===== src/rtl/int_mul_pkg.sv =====
// -----------------------------------------------------------------------------
// int_mul_pkg
// Shared definitions for the iterative integer multiplier:
//   - mul_op_e    : RISC-V multiply op encodings (match funct3[1:0])
//   - mul_state_e : sequencer states
//   - helpers     : which operands are treated as signed for a given op
// -----------------------------------------------------------------------------
package int_mul_pkg;

  typedef enum logic [1:0] {
    MUL_OP_MUL    = 2'd0,  // low half, sign-agnostic
    MUL_OP_MULH   = 2'd1,  // high half, signed x signed
    MUL_OP_MULHSU = 2'd2,  // high half, signed x unsigned
    MUL_OP_MULHU  = 2'd3   // high half, unsigned x unsigned
  } mul_op_e;

  typedef enum logic [1:0] {
    ST_IDLE = 2'd0,
    ST_CALC = 2'd1,
    ST_FIX  = 2'd2,
    ST_DONE = 2'd3
  } mul_state_e;

  // rs1 is signed for MULH and MULHSU.
  function automatic logic op_a_signed(input mul_op_e op);
    return (op == MUL_OP_MULH) || (op == MUL_OP_MULHSU);
  endfunction

  // rs2 is signed for MULH only.
  function automatic logic op_b_signed(input mul_op_e op);
    return (op == MUL_OP_MULH);
  endfunction

endpackage


===== src/rtl/int_mul_step.sv =====
// -----------------------------------------------------------------------------
// int_mul_step
// One shift-add step: o_sum = i_acc_hi + i_a_mag * i_bits.
// The sum is XLEN+BITS_PER_CYCLE bits wide, which always holds the result
// because i_acc_hi < 2^XLEN and i_a_mag * i_bits <= (2^XLEN-1)(2^BPC-1).
// Ports:
//   i_acc_hi  XLEN            upper half of the running product
//   i_a_mag   XLEN            unsigned multiplicand magnitude
//   i_bits    BITS_PER_CYCLE  multiplier bits retired this cycle
//   o_sum     XLEN+BPC        new upper accumulator (pre-shift)
// -----------------------------------------------------------------------------
module int_mul_step #(
  parameter int XLEN           = 32,
  parameter int BITS_PER_CYCLE = 1
) (
  input  logic [XLEN-1:0]                i_acc_hi,
  input  logic [XLEN-1:0]                i_a_mag,
  input  logic [BITS_PER_CYCLE-1:0]      i_bits,
  output logic [XLEN+BITS_PER_CYCLE-1:0] o_sum
);

  localparam int SW = XLEN + BITS_PER_CYCLE;

  // Partial products are shifted copies of |a|, one per set multiplier bit;
  // this keeps the step to a small adder tree instead of a generic multiplier.
  always_comb begin
    // NOTE: combinational outputs get a default on entry so no path leaves
    // them unassigned, which would otherwise infer a latch.
    o_sum = SW'(i_acc_hi);
    for (int j = 0; j < BITS_PER_CYCLE; j++) begin
      if (i_bits[j]) begin
        o_sum = o_sum + (SW'(i_a_mag) << j);
      end
    end
  end

endmodule


===== src/rtl/int_mul_seq.sv =====
// -----------------------------------------------------------------------------
// int_mul_seq
// Iterative XLEN x XLEN multiplier for MUL/MULH/MULHSU/MULHU. Operands are
// converted to unsigned magnitudes on accept, multiplied by a shift-add loop
// retiring BITS_PER_CYCLE multiplier bits per cycle, and the sign is restored
// in a final FIX cycle. Latency from accept to o_valid is XLEN/BITS_PER_CYCLE+1.
// XLEN must be >= 8 and a multiple of BITS_PER_CYCLE (1, 2 or 4).
// Ports:
//   i_clk, i_rst_n     clock (rising edge), async active-low reset
//   i_valid / o_ready  request handshake (o_ready only in IDLE)
//   i_op, i_a, i_b     op select, multiplicand rs1, multiplier rs2
//   i_flush            abort in-flight op, back to IDLE next cycle
//   o_valid / i_ready  result handshake
//   o_result           selected product half, holds last delivered value
// -----------------------------------------------------------------------------
module int_mul_seq
  import int_mul_pkg::*;
#(
  parameter int XLEN           = 32,
  parameter int BITS_PER_CYCLE = 1
) (
  input  logic            i_clk,
  input  logic            i_rst_n,
  input  logic            i_valid,
  output logic            o_ready,
  input  logic [1:0]      i_op,
  input  logic [XLEN-1:0] i_a,
  input  logic [XLEN-1:0] i_b,
  input  logic            i_flush,
  output logic            o_valid,
  input  logic            i_ready,
  output logic [XLEN-1:0] o_result
);

  localparam int BPC = BITS_PER_CYCLE;
  localparam int N   = XLEN / BPC;
  localparam int CW  = $clog2(N + 1);
  localparam logic [CW-1:0] CNT_LAST = CW'(N - 1);

  mul_state_e        state_q,  state_d;
  mul_op_e           op_q,     op_d;
  logic              neg_q,    neg_d;
  logic [XLEN-1:0]   a_mag_q,  a_mag_d;
  logic [2*XLEN-1:0] prod_q,   prod_d;   // {accumulator, multiplier shift reg}
  logic [CW-1:0]     cnt_q,    cnt_d;
  logic [XLEN-1:0]   result_q, result_d;

  mul_op_e           op_in;
  logic              sa, sb, accept;
  logic [XLEN-1:0]   a_mag_in, b_mag_in;
  logic [XLEN+BPC-1:0] step_sum;
  logic [2*XLEN-1:0] prod_fix;

  // ---------------------------------------------------------------------------
  // Operand conditioning at accept time. -x of the most negative value wraps
  // back to 2^(XLEN-1), which is exactly its unsigned magnitude.
  // ---------------------------------------------------------------------------
  always_comb begin
    op_in    = mul_op_e'(i_op);
    sa       = op_a_signed(op_in) & i_a[XLEN-1];
    sb       = op_b_signed(op_in) & i_b[XLEN-1];
    a_mag_in = sa ? (~i_a + XLEN'(1)) : i_a;
    b_mag_in = sb ? (~i_b + XLEN'(1)) : i_b;
    accept   = i_valid & (state_q == ST_IDLE) & ~i_flush;
    prod_fix = neg_q ? (~prod_q + (2*XLEN)'(1)) : prod_q;
  end

  int_mul_step #(
    .XLEN           (XLEN),
    .BITS_PER_CYCLE (BPC)
  ) u_step (
    .i_acc_hi (prod_q[2*XLEN-1:XLEN]),
    .i_a_mag  (a_mag_q),
    .i_bits   (prod_q[BPC-1:0]),
    .o_sum    (step_sum)
  );

  // ---------------------------------------------------------------------------
  // FSM: state register
  // ---------------------------------------------------------------------------
  always_ff @(posedge i_clk or negedge i_rst_n) begin
    if (!i_rst_n) begin
      state_q <= ST_IDLE;
    end else begin
      // NOTE: sequential state uses non-blocking assignments so every flop
      // samples pre-edge values regardless of statement order.
      state_q <= state_d;
    end
  end

  // ---------------------------------------------------------------------------
  // FSM: next-state logic. Flush overrides every other transition.
  // ---------------------------------------------------------------------------
  always_comb begin
    state_d = state_q;
    unique case (state_q)
      ST_IDLE: if (accept)             state_d = ST_CALC;
      ST_CALC: if (cnt_q == CNT_LAST)  state_d = ST_FIX;
      ST_FIX:                          state_d = ST_DONE;
      ST_DONE: if (i_ready)            state_d = ST_IDLE;
      default:                         state_d = ST_IDLE;
    endcase
    if (i_flush) state_d = ST_IDLE;
  end

  // ---------------------------------------------------------------------------
  // FSM: outputs
  // ---------------------------------------------------------------------------
  always_comb begin
    o_ready  = (state_q == ST_IDLE);
    o_valid  = (state_q == ST_DONE);
    o_result = result_q;
  end

  // ---------------------------------------------------------------------------
  // Datapath next values
  // ---------------------------------------------------------------------------
  always_comb begin
    op_d     = op_q;
    neg_d    = neg_q;
    a_mag_d  = a_mag_q;
    prod_d   = prod_q;
    cnt_d    = cnt_q;
    result_d = result_q;
    unique case (state_q)
      ST_IDLE: begin
        if (accept) begin
          op_d    = op_in;
          neg_d   = sa ^ sb;
          a_mag_d = a_mag_in;
          prod_d  = {{XLEN{1'b0}}, b_mag_in};
          cnt_d   = '0;
        end
      end
      ST_CALC: begin
        // Upper half takes the widened sum; the consumed multiplier bits
        // fall off the bottom, so the whole product shifts right by BPC.
        prod_d = {step_sum, prod_q[XLEN-1:BPC]};
        cnt_d  = cnt_q + CW'(1);
      end
      ST_FIX: begin
        // A flushed op must not disturb the last delivered result.
        if (!i_flush) begin
          result_d = (op_q == MUL_OP_MUL) ? prod_fix[XLEN-1:0]
                                          : prod_fix[2*XLEN-1:XLEN];
        end
      end
      default: ;
    endcase
  end

  always_ff @(posedge i_clk or negedge i_rst_n) begin
    if (!i_rst_n) begin
      // NOTE: these are plain datapath flops, not a memory array, so they are
      // all reset to give a deterministic o_result and clean state after reset.
      op_q     <= MUL_OP_MUL;
      neg_q    <= 1'b0;
      a_mag_q  <= '0;
      prod_q   <= '0;
      cnt_q    <= '0;
      result_q <= '0;
    end else begin
      op_q     <= op_d;
      neg_q    <= neg_d;
      a_mag_q  <= a_mag_d;
      prod_q   <= prod_d;
      cnt_q    <= cnt_d;
      result_q <= result_d;
    end
  end

endmodule


===== config.mk =====
export PLATFORM = sky130hd
export DESIGN_NAME = int_mul_seq
export DESIGN_NICKNAME = d
export VERILOG_FILES = /design/src/rtl/int_mul_pkg.sv /design/src/rtl/int_mul_step.sv /design/src/rtl/int_mul_seq.sv
export SDC_FILE = /design/constraint.sdc
export NUM_CORES = 1
export LEC_CHECK = 0
export CAP_MARGIN = 0
export CORE_UTILIZATION = 50
export DETAILED_ROUTE_END_ITERATION = 10
export DONT_BUFFER_PORTS = 1
export GPL_TIMING_DRIVEN = 0
export SKIP_CTS_REPAIR_TIMING = 1
export SYNTH_ARGS = -nofsm -noshare
export SYNTH_HDL_FRONTEND = slang
export SYNTH_SLANG_ARGS = --single-unit

===== constraint.sdc =====
create_clock -name i_clk -period 3.88 [get_ports i_clk]
set_input_delay 0.582 -clock i_clk [delete_from_list [all_inputs] [get_ports i_clk]]
set_output_delay 0.582 -clock i_clk [all_outputs]
set_load 0.1 [all_outputs]

### Word-level counts from Yosys, hierarchy flattened

Cells that the tools add are included.

| cells by class | value |
|---|---|
| add/subtract/negate cells | 5 |
| equal/unequal tests | 10 |
| multiplexer cells | 14 |
| bitwise gates (word level) | 9 |
| reduce and logical (&&, ||, !) cells | 8 |

Operators with widths:

| kind | count |
|---|---|
| $mux 64 | 2 |
| $pmux 64 s2 | 1 |
| $mux 32 | 3 |
| $add 32x1->32 const B | 2 |
| $add 64x1->64 const B | 1 |
| $not 32->32 | 2 |
| $not 64->64 | 1 |
| $add 32x32->33 | 1 |
| $mux 33 | 1 |
| $pmux 6 s2 | 1 |
| $mux 2 | 4 |
| $pmux 2 s4 | 1 |
| $add 6x1->6 const B | 1 |
| $eq 2x2->1 const B | 3 |
| $eq 6x5->1 const B | 1 |
| $mux 6 | 1 |
| $reduce_and 2->1 | 3 |
| $and 1x1->1 | 4 |
| $eq 2x1->1 const B | 2 |
| $logic_not 2->1 | 2 |
| $ne 3x1->1 const B | 1 |
| $ne 3x2->1 const B | 1 |
| $ne 3x3->1 const B | 1 |
| $reduce_and 3->1 | 1 |
| other kinds (5) | 5 |

| word-level totals | value |
|---|---|
| register bits after elaboration | 139 |
| input bits | 71 |
| output and inout bits | 34 |

### Logic depth before layout (Yosys ltp)

Gate-level depths: netlist of the first run.

| depth | value |
|---|---|
| word-level depth | 6 |
| mapped depth | 11 |
| gate-level depth less buffers | 11 |

### Cells and area by module

From an unflattened synthesis of the first run, not the netlist that was laid out.

| unflattened totals | value |
|---|---|
| cell total of the unflattened synthesis | 1420 |
| area, all modules | 11344.6 um^2 |

By module, submodules not included:

| module | instances | cells an instance | area an instance (um^2) |
|---|---|---|---|
| int_mul_seq | 1 | 1084 | 9017.4 |
| int_mul_step | 1 | 336 | 2327.2 |

### Worst setup path after synthesis of the first run

OpenSTA, ideal clock, no wires.

| path | value |
|---|---|
| path kind | reg2reg |
| from | register state_q[0] |
| to | register prod_q[63] |
| setup time | 110 ps |
| arrival time | 2713 ps |
| data required time | 3770 ps |
| path slack | 1057 ps |
| cell stages (with the launch flop) | 8 |
| buffers on the path | 1 |
| cell sequence | dfrtp_1 -> inv_1 -> ha_1 -> nand3b_1 -> o21ai_1 -> nand3_1 -> clkbuf_1 -> o41ai_1 |

| on the way | value |
|---|---|
| word-level cells in the longest chain between the ends | 5 |
| elaborated cells on any way between the ends | 8 |

Ends and longest elaborated chain:

| element | line | source |
|---|---|---|
| from (decl) | int_mul_seq.sv:40 | `mul_state_e state_q, state_d;` |
| from (signal assigned) | int_mul_seq.sv:87 | `state_q <= state_d;` |
| $logic_not 2->1 (*) | n/a |  |
| via o_ready | int_mul_seq.sv:25 | `output logic o_ready,` |
| $and 1x1->1 (2 in series) | int_mul_seq.sv:64 | `accept = i_valid & (state_q == ST_IDLE) & ~i_flush;` |
| $ne 2x1->1 (no source line) | n/a |  |
| $reduce_and 2->1 (no source line) | n/a |  |
| to (signal assigned) | int_mul_seq.sv:166 | `prod_q <= prod_d;` |
| to (decl) | int_mul_seq.sv:44 | `logic [2*XLEN-1:0] prod_q, prod_d;` |

The timed path passes the listed nets; every way through them passes the cells marked *.
A chain may end at the register's enable or synchronous reset.

### Worst setup path after layout of the first run

| path | value |
|---|---|
| from | register state_q[0] |
| to | register prod_q[0] |

Same word-level chain as after synthesis.

==> results of run 1 <==
## cell usage in the layout (no fill, tap or decap), types with 32 or more instances in the layout
cell      netlist  layout
dfrtp_1       139     139
a21oi_1       107     107
nor2_1         95      95
xor2_1         62      62
xnor2_1        67      67
clkbuf_1       60      62
ha_1           41      40
nor3_1         32      32
nand2_1       160     160
o21ai_0       181     181
## power by group
group          leakage, nW  switching, mW  internal [mW]
sequential            1.76           1.94           2.04
clock                0.314          0.663           1.15
combinational         2.57           3.33           1.84
## final timing paths
path / from / endpoint / slack (ns)
max in group asynchronous: i_rst_n / o_result[25]$_DFFE_PN0P_ / 3.19
worst min register to register: a_mag_q[24]$_DFFE_PN0P_ / a_mag_q[24]$_DFFE_PN0P_ / 0.49
min in group i_clk: i_flush / state_q[1]$_DFFE_PN0P_ / 0.21
worst min-delay path: i_rst_n / o_result[27]$_DFFE_PN0P_ / 0.13
worst max-delay path: state_q[0]$_DFFE_PN0P_ / prod_q[0]$_DFFE_PN0P_ / 0.13
worst max register to register: state_q[0]$_DFFE_PN0P_ / prod_q[0]$_DFFE_PN0P_ / 0.13
## per-stage QoR
stage | power, mW | util (%) | hold slack [ns] | setup TNS [ns] | setup WS (ns)
floorplan | 7.40 | - | 0.286 | 0 | 1.06
global placement | 8.95 | 53.0 | 0.289 | -10.43 | -0.469
detailed placement | 9.02 | 53.0 | 0.290 | -13.55 | -0.540
CTS | 10.8 | 56.1 | -0.168 | -15.21 | -0.607
global route | 11.7 | 56.3 | 0.202 | 0 | 0.0752
finish | 11.0 | 56.3 | 0.134 | 0 | 0.132
## cell type report
type | count | area share (%)
plain buffers | 69 | 2.33
clock buffers | 20 | 3.90
clock inverters | 12 | 1.70
inverters | 25 | 0.819
multi-input cells | 1069 | 57.7
flip-flops and latches | 139 | 30.3
well taps | 270 | 2.95
repair buffers | 1 | 0.240
## cells by family after synthesis
kind of cell / count (synthesis) / synth area share, %
buffers and inverters: 94 / 3.45
AOI/OAI and AO/OA: 432 / 24.6
DFF: 139 / 33.3
and+or+nand+nor: 445 / 20.7
xor gates and xnor gates: 129 / 10.8
adders and majority gates: 42 / 5.10
muxes: 21 / 2.04
## routing by layer
metal | part of all wire, % | up-vias | global-route usage (%)
li1 | - | 4785 | -
met1 | 42 | 4746 | 43.0
met2 | 48 | 387 | 55.6
met3 | 6.8 | 71 | 6.19
met4 | 3.6 | 0 | 14.1
met5 | 0 | - | 0
## flip-flops by register name (all words and copies together) (netlist names)
name / count
prod_q: 64
a_mag_q: 32
o_result: 32
cnt_q: 6
op_q: 2
state_q: 2
neg_q: 1
==> impl_metrics.toml, run 1 <==
[outcome]
status = "finished, final reports clean"

[clock_tree]
cts_tree = "done"
cts_sinks = 139
cts_buffers = 17
root_buffer = "clkbuf_16"
clk-insertion-delay-late_ns = 0.44
clk_pin_slew_ns = 0.06
clock_path_buffers = 2
cts_max_level = 4

[die]
die_height_um = 147
rows = 52
io_pins = 105
die-area_sq_mm = 0.0215
core-area_sq_mm = 0.0204
dieWidth_um = 147
start_util_pct = 51.3

[setup_path]
path_cells = "inv_1, ha_2, nand3b_1, a21boi_1, clkbuf_1, buf_1, nand2_1, o21ai_0"
path_delay_family = "buffers and inverters"
crit_type = "reg -> reg"
critPathCaptureType = "register"
r2r_cells = 8
cp.arrival_ns = 4.10
crit_path_max_fanout = 10
start_kind = "register"
critPathBufInv = 3
cpMaxStageDelayCell = "clkbuf_1"
max_stage_delay_ns = 0.64
worst_ep_required_time_ns = 4.23
path_depth = 8

[placed_design]
port_buffers = 0
dpl.hpwl_um = 26900
dp_cells = 1572
gp_congestion = 0.966
placed_area_sq_mm = 0.0108

[grt]
first_global_vias = 9680
grt_max_degree = 140
grt_overflow = 0
grt_use_total_pct = 33.6
antenna_found_initial = 0
grt_first_pass_wirelength_um = 55200

[yosys]
synth-main-ff-cell = "dfrtp_1"
synth.area.top_cells = "dfrtp_1 (33%), o21ai_0 (8.7%), nand2_1 (5.7%), xnor2_1 (5.6%), xor2_1 (5.2%)"
synth_warnings = 0
yosysSeqAreaShare_pct = 33.3
synth_top_area_share_pct = 33.3
synth_top_cell_by_area = "dfrtp_1"
synth-seq-cells = 139
synth_cell_type_count = 64
netlist_area_sq_mm = 0.0104
synthTopCellsByCount = "o21ai_0 (181), nand2_1 (160), dfrtp_1 (139)"
synth.most_common_cell = "o21ai_0"
synth_edf_count = 0
synthCells = 1302
async_flop_share_pct = 100
synth_fp_nets = 1415
avgSynthCellArea_sq_um = 8.03

[sta]
rsz0062_at_grt = "no"
relSlewSlack_pct = 32.4
fmax_ghz = 0.267
finClkSkew_ns = 0.00851
setup_violations = 0
drv_slew = 0
finalHoldViolations = 0
fin_crit_sh_pct = 96.6
min_period_ns = 3.75
tightest_slew_ns = 1.01

[cells_and_area]
multiInputGateArea_sq_mm = 0.00662
num_antenna_cells = 0
final_nets = 1435
fill_cells = 1969
layout.cells.non_filler = 1605
final_layout_size_suffix_gt1_share_pct = 4.12
seq_area_sq_mm = 0.00348
fin_area_sq_mm = 0.0115
area_delta_synth_final_pct = 9.70

[detailed_routing]
routed_wl_um = 35100
viasPerCell = 6.22
antenna_left = 0
drt_iter0_markers = 740
via_count = 9989
drt-wirelength-per-cell_um = 21.8
first_pass_iters = 6
drc = 0

[hold_path]
holdCritPathClass = "in -> async"

[pwr]
cellPowerDensity_mw_per_mm2 = 958
leakagePower_nw = 4.65
vdd_ir_drop_max_mv = 0.379

[flow_run]
maxCapViolCount = 0
Note: power is estimated with default switching activity, not from simulation.
==> run 2: changes to the inputs <==
--- a/config.mk
+++ b/config.mk
@@ -7,6 +7,7 @@
 export LEC_CHECK = 0
 export CAP_MARGIN = 0
 export CORE_UTILIZATION = 50
+export CTS_BUF_LIST = sky130_fd_sc_hd__clkbuf_4 sky130_fd_sc_hd__clkbuf_8 sky130_fd_sc_hd__clkbuf_16
 export DETAILED_ROUTE_END_ITERATION = 10
 export DONT_BUFFER_PORTS = 1
 export GPL_TIMING_DRIVEN = 0
==> constraint.sdc (replaced) <==
create_clock -name i_clk -period 3.6 [get_ports i_clk]
set_input_delay 0.54 -clock i_clk [delete_from_list [all_inputs] [get_ports i_clk]]
set_output_delay 0.54 -clock i_clk [all_outputs]
set_load 0.1 [all_outputs]
==> run 2 against run 1 <==
Effect of this change: the run now ends with hold timing left; largest cell class unchanged; sequential power is 7.8% higher; first-iteration DRC count is 2.8% lower; fmax is 10% higher; non-clock buffer count is 3 higher.
==> impl_metrics.toml, run 2 (synthesis results as in run 1) <==
[outcome]
violations = "hold timing"
status = "complete, but fails checks"

[grt]
first_global_vias = 9676
grt_overflow = 0
grt_use_total_pct = 33.6
grt_max_degree = 140
antenna_found_initial = 0
grt_first_pass_wirelength_um = 55200

[sta]
finClkSkew_ns = 0.00937
rsz0062_at_grt = "no"
finalHoldViolations = 139
fin_setup_tns_ns = 0
min_period_ns = 3.40
drv_slew = 0
finalHoldWorstSlack_ns = -0.199
tightest_slew_ns = 1.01
fmax_ghz = 0.294
fin_crit_sh_pct = 94.4
setup_ws_ns = 0.201
relSlewSlack_pct = 32.4
setup_violations = 0

[cells_and_area]
mostFrequentLayoutCells = "o21ai_0 (181), nand2_1 (160), dfrtp_1 (139)"
area_delta_synth_final_pct = 9.84
fin_area_sq_mm = 0.0115
final_layout_size_suffix_gt1_share_pct = 4.63
layout.cells.non_filler = 1608
final_nets = 1438
layout_commonest_cell = "o21ai_0"
largest_reg_flops = 64
final_core_util_pct = 56.4
num_antenna_cells = 0
top_register = "prod_q"

[detailed_routing]
viasPerCell = 6.26
first_pass_iters = 5
drc = 0
via_count = 10100
drt-wirelength-per-cell_um = 21.7
drt_iter0_markers = 719
routed_wl_um = 35000
antenna_left = 0

[pwr]
vdd_ir_drop_max_mv = 0.404
fin_total_pwr_mw = 11.8
cellPowerDensity_mw_per_mm2 = 1030
leakagePower_nw = 4.66

[setup_path]
worst_ep_required_time_ns = 3.87
crit_path_start = "prod_q[15]$_DFFE_PN0P_"
cp.arrival_ns = 3.67
start_kind = "register"
crit_path_max_fanout = 10
crit_type = "reg -> reg"
critPathCaptureType = "register"
r2r_start = "prod_q[15]$_DFFE_PN0P_"

[clock_tree]
clk_pin_slew_ns = 0.06
cts_max_level = 4
cts_tree = "done"
root_buffer = "clkbuf_16"
clk-insertion-delay-late_ns = 0.43
cts_buffers = 17
clock_path_buffers = 2
cts_sinks = 139

[hold_path]
holdCritPathClass = "in -> async"

[placed_design]
dpl.hpwl_um = 26900
placed_area_sq_mm = 0.0108
dp_cells = 1572
gp_congestion = 0.966
port_buffers = 0
dpl_worst_slack_ns = -0.820

[die]
start_util_pct = 51.3
die-area_sq_mm = 0.0215
dieWidth_um = 147
rows = 52
core-area_sq_mm = 0.0204
die_height_um = 147
io_pins = 105

[flow_run]
maxCapViolCount = 0
run 2: cell types whose count changed in the layout (fill, tap and decap cells not counted):
cell | before | now
buf_4 | 0 | 4
clkbuf_1 | 62 | 60
clkbuf_4 | 0 | 2
a211oi_1 | 8 | 7
a211oi_2 | 0 | 1
buf_16 | 1 | 0
inv_1 | 24 | 23
inv_2 | 0 | 1
run 2: final timing paths:
check	end	slack [ns]	cells past startpoint
worst max-delay path	o_result[31]$_DFFE_PN0P_	0.20	8
worst min register to register	a_mag_q[24]$_DFFE_PN0P_	0.49	2
worst max register to register	o_result[31]$_DFFE_PN0P_	0.20	8
min in group i_clk	state_q[1]$_DFFE_PN0P_	0.17	1
max in group asynchronous	o_result[31]$_DFFE_PN0P_	3.63	0
worst min-delay path	state_q[1]$_DFFE_PN0P_	-0.20	0
run 2: layer usage:
| metal | up-vias | GRT usage [%] | wire length [um] |
|---|---|---|---|
| met1 | 4809 | 43.0 | 14700 |
| met2 | 383 | 55.6 | 16600 |
| met3 | 74 | 6.19 | 2370 |
| met5 | - | 0 | 0 |
| li1 | 4795 | - | - |
| met4 | 0 | 14.1 | 1300 |
run 2: final cells by class:
cell class,count,area [sq um]
Fill cell,1970,8890
Multi-Input combinational cell,1069,6620
Sequential cell,139,3480
Clock buffer,20,454
Tap cell,270,338
Buffer,69,267
Clock inverter,12,195
Inverter,25,93.8
Timing Repair Buffer,4,30.0
run 2: power by group:
group          switching [mW]  internal, mW
Sequential               2.09          2.20
Clock                   0.719          1.26
Combinational            3.57          1.98
run 2: worst max-delay path, stage by stage (launching register included):
cell and delay (ns):
dfrtp_1 0.48, or4_4 0.57, or4_4 0.54, nor3_1 0.39
nand3_1 0.25, clkbuf_1 0.30, o31ai_1 0.43, xor2_1 0.18
a31oi_1 0.10
